--- src/rtl/uart_rx_cfg.sv ---
// Parametrised UART receiver: 2-FF synchroniser, oversampled bit timing and a single-word valid/ready holding register.
// Optional UART_RX_MAJORITY_VOTE_EN: each bit is the 2-of-3 majority of three samples around mid-bit.
module uart_rx_cfg #(
    parameter int CLK_FREQ   = 100000000,
    parameter int BAUD       = 115200,
    parameter int DATA_BITS  = 8,
    parameter int PARITY     = 0,
    parameter int STOP_BITS  = 1,
    parameter int OVERSAMPLE = 16
) (
    input  logic                 clk,
    input  logic                 rst,
    input  logic                 data_i,
    output logic [DATA_BITS-1:0] data_o,
    output logic                 valid_o,
    input  logic                 ready_i,
    output logic                 parity_err_o,
    output logic                 frame_err_o,
    output logic                 overrun_o,
    output logic                 busy_o
);

    localparam int DIV_RAW = CLK_FREQ / (BAUD * OVERSAMPLE);
    localparam int DIV     = (DIV_RAW < 1) ? 1 : DIV_RAW;
    localparam int DIV_W   = (DIV > 1) ? $clog2(DIV) : 1;
    localparam int OS_W    = $clog2(OVERSAMPLE);
    localparam int BIT_W   = 4;

    localparam logic [DIV_W-1:0] DIV_LAST    = DIV_W'(DIV - 1);
    localparam logic [OS_W-1:0]  OS_LAST     = OS_W'(OVERSAMPLE - 1);
    localparam logic [OS_W-1:0]  SAMPLE_TICK = OS_W'(OVERSAMPLE / 2 - 1);
    localparam logic [BIT_W-1:0] DATA_LAST   = BIT_W'(DATA_BITS - 1);
    localparam logic [BIT_W-1:0] STOP_LAST   = BIT_W'(STOP_BITS - 1);

    typedef enum logic [2:0] {
        S_IDLE,
        S_START,
        S_DATA,
        S_PARITY,
        S_STOP,
        S_BREAK
    } state_t;

    state_t               state_q, state_d;
    logic                 sync1_q, sync2_q, prev_q;
    logic [DIV_W-1:0]     div_q, div_d;
    logic [OS_W-1:0]      os_q, os_d;
    logic [BIT_W-1:0]     bit_q, bit_d;
    logic [DATA_BITS-1:0] shreg_q, shreg_d;
    logic                 pacc_q, pacc_d;
    logic                 facc_q, facc_d;
    logic [DATA_BITS-1:0] data_q, data_d;
    logic                 valid_q, valid_d;
    logic                 perr_q, perr_d;
    logic                 ferr_q, ferr_d;
    logic                 ovr_q, ovr_d;

    logic rx;
    logic tick;
    logic samp_stb;
    logic samp_bit;
    logic commit;
    logic commit_ferr;

    assign rx   = sync2_q;
    assign tick = (state_q != S_IDLE) && (div_q == DIV_LAST);

`ifdef UART_RX_MAJORITY_VOTE_EN
    localparam logic [OS_W-1:0] PRE_TICK    = OS_W'(OVERSAMPLE / 2 - 2);
    localparam logic [OS_W-1:0] DECIDE_TICK = OS_W'(OVERSAMPLE / 2);

    logic smp_a_q, smp_a_d;
    logic smp_b_q, smp_b_d;

    // Third vote is the live line value at the decision tick.
    assign samp_stb = tick && (os_q == DECIDE_TICK);
    assign samp_bit = (smp_a_q & smp_b_q) | (smp_a_q & rx) | (smp_b_q & rx);

    always_comb begin
        smp_a_d = smp_a_q;
        smp_b_d = smp_b_q;
        if (tick && os_q == PRE_TICK)    smp_a_d = rx;
        if (tick && os_q == SAMPLE_TICK) smp_b_d = rx;
    end

    always_ff @(posedge clk or posedge rst) begin
        if (rst) begin
            smp_a_q <= 1'b1;
            smp_b_q <= 1'b1;
        end else begin
            smp_a_q <= smp_a_d;
            smp_b_q <= smp_b_d;
        end
    end
`else
    assign samp_stb = tick && (os_q == SAMPLE_TICK);
    assign samp_bit = rx;
`endif

    always_comb begin
        state_d     = state_q;
        bit_d       = bit_q;
        shreg_d     = shreg_q;
        pacc_d      = pacc_q;
        facc_d      = facc_q;
        commit      = 1'b0;
        commit_ferr = facc_q;
        case (state_q)
            S_IDLE: begin
                if (prev_q && !rx) begin
                    state_d = S_START;
                    bit_d   = '0;
                    pacc_d  = 1'b0;
                    facc_d  = 1'b0;
                end
            end
            S_START: begin
                // A line already back high at mid-bit was a glitch, not a start bit.
                if (samp_stb) state_d = samp_bit ? S_IDLE : S_DATA;
            end
            S_DATA: begin
                if (samp_stb) begin
                    shreg_d = {samp_bit, shreg_q[DATA_BITS-1:1]};
                    if (bit_q == DATA_LAST) begin
                        bit_d   = '0;
                        state_d = (PARITY != 0) ? S_PARITY : S_STOP;
                    end else begin
                        bit_d = bit_q + BIT_W'(1);
                    end
                end
            end
            S_PARITY: begin
                if (samp_stb) begin
                    pacc_d  = ((^shreg_q) ^ samp_bit) != (PARITY == 1);
                    state_d = S_STOP;
                end
            end
            S_STOP: begin
                if (samp_stb) begin
                    facc_d = facc_q | ~samp_bit;
                    if (bit_q == STOP_LAST) begin
                        commit      = 1'b1;
                        commit_ferr = facc_q | ~samp_bit;
                        state_d     = samp_bit ? S_IDLE : S_BREAK;
                    end else begin
                        bit_d = bit_q + BIT_W'(1);
                    end
                end
            end
            S_BREAK: begin
                if (rx) state_d = S_IDLE;
            end
            default: state_d = S_IDLE;
        endcase
    end

    // Counters sit at zero in IDLE so the sampling phase is locked to the start edge.
    always_comb begin
        div_d = div_q;
        os_d  = os_q;
        if (state_q == S_IDLE || state_d == S_IDLE) begin
            div_d = '0;
            os_d  = '0;
        end else if (tick) begin
            div_d = '0;
            os_d  = (os_q == OS_LAST) ? '0 : os_q + OS_W'(1);
        end else begin
            div_d = div_q + DIV_W'(1);
        end
    end

    always_comb begin
        data_d  = data_q;
        perr_d  = perr_q;
        ferr_d  = ferr_q;
        valid_d = valid_q;
        ovr_d   = 1'b0;
        if (valid_q && ready_i) valid_d = 1'b0;
        if (commit) begin
            if (!valid_q || ready_i) begin
                data_d  = shreg_q;
                perr_d  = pacc_q;
                ferr_d  = commit_ferr;
                valid_d = 1'b1;
            end else begin
                ovr_d = 1'b1;
            end
        end
    end

    always_ff @(posedge clk or posedge rst) begin
        if (rst) begin
            sync1_q <= 1'b1;
            sync2_q <= 1'b1;
            prev_q  <= 1'b1;
            state_q <= S_IDLE;
            div_q   <= '0;
            os_q    <= '0;
            bit_q   <= '0;
            shreg_q <= '0;
            pacc_q  <= 1'b0;
            facc_q  <= 1'b0;
            data_q  <= '0;
            valid_q <= 1'b0;
            perr_q  <= 1'b0;
            ferr_q  <= 1'b0;
            ovr_q   <= 1'b0;
        end else begin
            sync1_q <= data_i;
            sync2_q <= sync1_q;
            prev_q  <= rx;
            state_q <= state_d;
            div_q   <= div_d;
            os_q    <= os_d;
            bit_q   <= bit_d;
            shreg_q <= shreg_d;
            pacc_q  <= pacc_d;
            facc_q  <= facc_d;
            data_q  <= data_d;
            valid_q <= valid_d;
            perr_q  <= perr_d;
            ferr_q  <= ferr_d;
            ovr_q   <= ovr_d;
        end
    end

    assign data_o       = data_q;
    assign valid_o      = valid_q;
    assign parity_err_o = perr_q;
    assign frame_err_o  = ferr_q;
    assign overrun_o    = ovr_q;
    assign busy_o       = (state_q != S_IDLE);

endmodule
--- config.mk ---
export PLATFORM = sky130hd
export DESIGN_NAME = uart_rx_cfg
export DESIGN_NICKNAME = d
export VERILOG_FILES = /design/src/rtl/uart_rx_cfg.sv
export SDC_FILE = /design/constraint.sdc
export NUM_CORES = 1
export LEC_CHECK = 0
export BUFFER_PORTS_ARGS = -buffer_cell sky130_fd_sc_hd__buf_2
export CAP_MARGIN = 20
export CORE_AREA = 5 5 67 69
export CTS_CLUSTER_DIAMETER = 200
export DETAILED_ROUTE_END_ITERATION = 6
export DIE_AREA = 0 0 72 74
export PLACE_DENSITY = 0.79
export SLEW_MARGIN = 5
export SYNTH_ARGS = -nofsm -noshare
export SYNTH_HDL_FRONTEND = slang
export SYNTH_SLANG_ARGS = --single-unit
--- constraint.sdc ---
create_clock -name clk -period 4.53 [get_ports clk]
set_input_delay 0.2265 -clock clk [delete_from_list [all_inputs] [get_ports clk]]
set_output_delay 0.2265 -clock clk [all_outputs]
set_load 0.005 [all_outputs]
### Yosys cells after proc, flatten, opt, wreduce, memory -nomap -nowiden

Cells that the tools add are included.

* register bits after elaboration: 42
* latch bits: 0
* output and inout port bits: 13
* memories: 0
* word-level logic and storage cells: 95
* ROM bits: 0
* input bits: 4
* bits in writable memories: 0

* reduce and logical (&&, ||, !) cells: 22
* bitwise logic cells: 3
* shift operators: 0
* $lt $le $gt $ge: 0
* $mul: 0
* mux-type cells: 38
* eq/ne operators: 14
* divide/modulo/power cells: 0
* $add $sub $neg: 3

Operators with widths (count)
* 4-bit 2-to-1 mux: 8
* 3-bit 2-to-1 mux: 9
* 3-bit case mux with 6 select lines: 1
* 1-bit 2-to-1 mux: 14
* 6-bit 2-to-1 mux: 2
* 4-bit case mux with 3 select lines: 1
* 2-bit != test (second input constant): 5
* 4-bit by 1-bit adder with 4-bit output (second input constant): 2
* 4-bit by 3-bit equality test with 1-bit output (second input constant): 2
* 8-bit parity: 1
* 6-bit by 1-bit adder with 6-bit output (second input constant): 1
* 3-bit by 2-bit equality test with 1-bit output (second input constant): 2
* 3-bit equality test (second input constant): 2
* 6-bit equality test (second input constant): 1
* 3-bit logical NOT: 2
* 3-bit AND reduction: 2
* 2-bit nonzero test: 3
* 3-bit nonzero test: 2
* 5-bit AND reduction: 1
* 4-bit equality test (second input constant): 1
* 1-bit logical AND: 4
* 4-bit logical NOT: 1
* 1-bit case mux with 2 select lines: 2
* 2-bit AND reduction: 2
* other kinds (7): 9

### Logic depth before layout (Yosys ltp)

* word-level depth: 8
* mapped depth: 8
* depth with buffers taken out: 7

### Worst setup path before layout

OpenSTA, ideal clock, no wires.

* path type: register to register
* from: reg bit_q[0]
* to: reg div_q[2]
* slack: 2.548 ns
* clock period less this slack: 1.982 ns
* cell stages (with the launch flop): 8
* arrival time: 1.841 ns
* setup time: 0.141 ns
* path through: dfrtp_1 > inv_1 > ha_1 > or3b_2 > nor4_1 > o2bb2ai_1 > nor3_4 > nor4_1

* cells in the longest elaborated chain, start to end: 7

Ends and longest elaborated chain
* start, declared: RTL line 48 `logic [BIT_W-1:0] bit_q, bit_d;`
* start signal, assigned: RTL line 215 `bit_q <= bit_d;`
* 4-bit by 3-bit equality test with 1-bit output / 4-bit logical NOT (equally long branches): RTL line 124, 141
* 3-bit 2-to-1 mux, on equally long branches: RTL line 124, 141
* 3-bit 2-to-1 mux, on equally long branches: RTL line 122, 139
* 3-bit case mux with 6 select lines *: RTL line 108 `case (state_q)`
* 3-bit logical NOT *: RTL line 161 `if (state_q == S_IDLE || state_d == S_IDLE) begin`
* 1-bit logical OR *: RTL line 161
* 6-bit 2-to-1 mux *: RTL line 161
* via div_d[2]: RTL line 46 `logic [DIV_W-1:0] div_q, div_d;`
* end signal, assigned: RTL line 213 `div_q <= div_d;`
* end, declared: RTL line 46

Mark *: on every way through the listed nets, which the timed path passes. The rest lies on a longest branch.
A chain may end at the register's enable or synchronous reset.

### Final worst setup path

* from: reg os_q[0]
* to: reg div_q[3]

* cells in the longest elaborated chain, start to end: 7

Ends and longest elaborated chain
* start, declared: RTL line 47 `logic [OS_W-1:0] os_q, os_d;`
* start signal, assigned: RTL line 214 `os_q <= os_d;`
* 4-bit by 3-bit equality test with 1-bit output *: RTL line 96 `assign samp_stb = tick && (os_q == SAMPLE_TICK);`
* 1-bit logical AND *: RTL line 96
* 3-bit 2-to-1 mux, on equally long branches
* 3-bit case mux with 6 select lines *: RTL line 108
* via state_d[0]: RTL line 44 `state_t state_q, state_d;`
* 3-bit logical NOT *: RTL line 161
* 1-bit logical OR *: RTL line 161
* 6-bit 2-to-1 mux *: RTL line 161
* via div_d[3]: RTL line 46

Marked as above.

==> qor.yml <==
power:
  vdd_drop_max_mv: 0.238
  clkPwrFrac_pct: 33.0
  powerDensity_nw_per_um2: 323
  net-switching-power_uw: 180
  p_leak_nw: 1.07
  p_int_uw: 549
  pwr-share-seq_pct: 57.1
  combPwrFrac_pct: 9.8
  switching_share_pct: 24.7
  p_total_uw: 729
placement:
  dp.cells: 234
  gp_congestion: 0.874
  dp_hpwl_mm: 2.60
  portBuffers: 16
drt:
  wl_mm: 3.70
  route.detailed.drc: 0
  drtIter0Drc: 49
  wl_per_cell_um: 15.3
  via_count: 1345
  firstDrtPassIters: 4
  vias_per_cell: 5.56
  postRouteAntennaNets: 0
cells_and_area:
  area_delta_synth_final_pct: 10.7
  fin_cells: 242
  n_antenna_cell: 0
  fill_cells: 324
  fin_nets: 200
  drive_gt1_share_pct: 28.1
worst_setup_path:
  cpMaxStageDelayCell: "a311o_1"
  crit_arrival_ps: 2460
  critPathLaunchType: "flop"
  endpoint_kind: "flop"
  cp_cell_sequence: "ha_1 -> nand4b_2 -> or2_1 -> a311o_1 -> nor3_4 -> nor4_1"
  setup.worst_path.class: "flop to flop"
  cp_slowest_stage_delay_ps: 470
  cp.required_ps: 4660
  critPathMaxFanout: 10
sta:
  fmax_mhz: 431
  period_minus_slack_ps: 2320
  final_hold_viol_count: 0
  rsz0062_at_grt: "false"
  max_slew_margin_pct: 45.5
  tightest_slew_ps: 815
  fin_tns_setup_ps: 0
  fin_crit_sh_pct: 51.2
  setup_viol: 0
  final.setup_skew_ps: 7.39
  slew_violations: 0
logic_synthesis:
  synth_area_um2: 2040
  ys_async_sr_fraction_pct: 100
  syn_inst: 171
  ys.warnings.count: 0
  syn_avg_cell_area_um2: 11.9
  synth_seq_cells: 42
  ys_dominant_reg_cell: "dfrtp_1"
  synth_edf_count: 0
  synth_nets: 180
  yosysSeqAreaShare_pct: 51.7
  synth_cell_types: 42
clock_tree:
  cts_max_level: 2
  clk_latency_ps: 290
  cts_hold_buf: 0
  cts_tree: "done"
  post-cts-setup-buffer-count: 0
  cts_made_buffers: 5
  clk_pin_slew_ps: 70
  cts_sinks: 42
  root_buffer: "clkbuf_8"
  cts_buffer_depth: 2
  cts_resized: 0
global_routing:
  grt_max_degree: 43
  grt_pass1_vias: 1387
  antenna_found_initial: 0
  overflow: 0
  track_usage_pct: 15.8
  grt_pass1_wl_mm: 6.49
run:
  drv_cap: 0
hold_path:
  hp-class: "input pin to flop"
die:
  core_um2: 3860
  start_util_pct: 53.0
  rows: 23
  die_h_um: 74
  die_area_um2: 5330
  die_w_um: 72
  ios: 17
outcome:
  status: "finished, final reports clean"
cell usage after synthesis, types with 2 or more instances:
| master | instances | area [µm²] |
|---|---|---|
| a21boi_0 | 2 | 15.0 |
| a21oi_1 | 2 | 10.0 |
| clkbuf_1 | 2 | 7.51 |
| dfrtp_1 | 39 | 976 |
| dfstp_2 | 3 | 78.8 |
| ha_1 | 5 | 62.6 |
| inv_1 | 8 | 30.0 |
| mux2_2 | 18 | 203 |
| mux2i_1 | 3 | 30.0 |
| nand2_1 | 10 | 37.5 |
| nand2b_1 | 4 | 25.0 |
| nand3_1 | 9 | 45.0 |
| nand3b_1 | 3 | 22.5 |
| nor2_1 | 6 | 22.5 |
| nor2b_1 | 2 | 12.5 |
| nor3_1 | 6 | 30.0 |
| nor3_4 | 2 | 32.5 |
| nor4_1 | 9 | 56.3 |
| o21ai_0 | 3 | 15.0 |
| or3b_2 | 2 | 17.5 |
| xnor2_1 | 9 | 78.8 |
| xor2_1 | 4 | 35.0 |
layout make-up:
type / count / area (µm²) / share of cell area (%)
inverter: 8 / 30.0 / 1.33
tap: 50 / 62.6 / 2.77
clock buffer: 8 / 90.1 / 3.98
multi-input combinational: 116 / 928 / 41.1
sequential: 42 / 1050 / 46.7
timing repair buffer: 18 / 95.1 / 4.21
final timing paths:
| check | slack [ps] | cells past startpoint | endpoint | from |
|---|---|---|---|---|
| max reg2reg | 2210 | 6 | div_q[3] | os_q[0] |
| min in group asynchronous | 50 | 3 | div_q[5] | rst |
| max in group asynchronous | 4110 | 3 | prev_q | rst |
| min reg2reg | 370 | 0 | rx | sync1_q |
| max | 2210 | 6 | div_q[3] | os_q[0] |
| min | 40 | 1 | sync1_q | data_i |
per-stage QoR:
step	utilization, %	hold WS [ps]	instance area [µm²]	setup slack [ps]
2_1_floorplan	-	231	2040	2550
3_3_place_gp	56.3	334	2170	2360
3_5_place_dp	56.3	336	2170	2210
4_1_cts	58.6	30.0	2260	2190
5_1_grt	58.6	24.5	2260	2100
6_report	58.6	35.5	2260	2210
power by group through the flow:
stage               Clock, mW  Combinational [mW]  Sequential, mW
floorplan                   0              0.0618           0.414
global placement            0              0.0687           0.423
detailed placement          0              0.0728           0.423
CTS                     0.248              0.0729           0.416
global route            0.271              0.0814           0.420
finish                  0.241              0.0716           0.417
layout by cell type (no fill, tap or decap), types with 2 or more instances in the layout:
cell type | netlist | routed
buf_2 | 1 | 16
nand3_1 | 9 | 9
or3b_2 | 2 | 2
inv_1 | 8 | 8
o21ai_0 | 3 | 3
nor2_1 | 6 | 6
nor4_1 | 9 | 9
mux2_2 | 18 | 18
ha_1 | 5 | 5
clkbuf_8 | 0 | 6
dfstp_2 | 3 | 3
xor2_1 | 4 | 4
nor3_4 | 2 | 2
nand3b_1 | 3 | 3
a21boi_0 | 2 | 2
mux2i_1 | 3 | 3
clkbuf_1 | 2 | 2
dfrtp_1 | 39 | 39
nand2_1 | 10 | 10
nor3_1 | 6 | 6
xnor2_1 | 9 | 9
buf_4 | 0 | 2
nand2b_1 | 4 | 4
a21oi_1 | 2 | 2
nor2b_1 | 2 | 2
critical path, delay by kind of cell (launching register included):
family          cells  cell delay [ps]
compound gates      1              470
simple gates        4             1050
flops               1              400
fa+ha+maj           1              250
metal layers:
metal / vias up / share of wire, % / global-route usage, %
met3: 8 / 3.4 / 3.78
met4: 0 / 2.0 / 6.26
met5: - / 0 / 0
li1: 647 / - / -
met2: 27 / 53 / 27.9
met1: 663 / 41 / 18.7
cells by family (layout without fill, tap and decap cells):
family                     after synthesis  after routing  synth area share (%)
AOI/OAI and AO/OA                       17             17                  7.48
and+or+nand+nor                         60             60                  18.0
buffers and inverters                   13             34                  2.88
adders and majority gates                5              5                  3.06
muxes                                   21             21                  11.4
DFF                                     42             42                  51.7
xor gates and xnor gates                13             13                  5.58
registers in the layout, indices dropped and copies added, names as in the netlist:
signal        cells
data_o            8
shreg_q           8
div_q             6
bit_q             4
os_q              4
state_q           3
facc_q            1
frame_err_o       1
overrun_o         1
pacc_q            1
parity_err_o      1
prev_q            1
rx                1
sync1_q           1
valid_o           1
(Power assumes the default switching activity.)
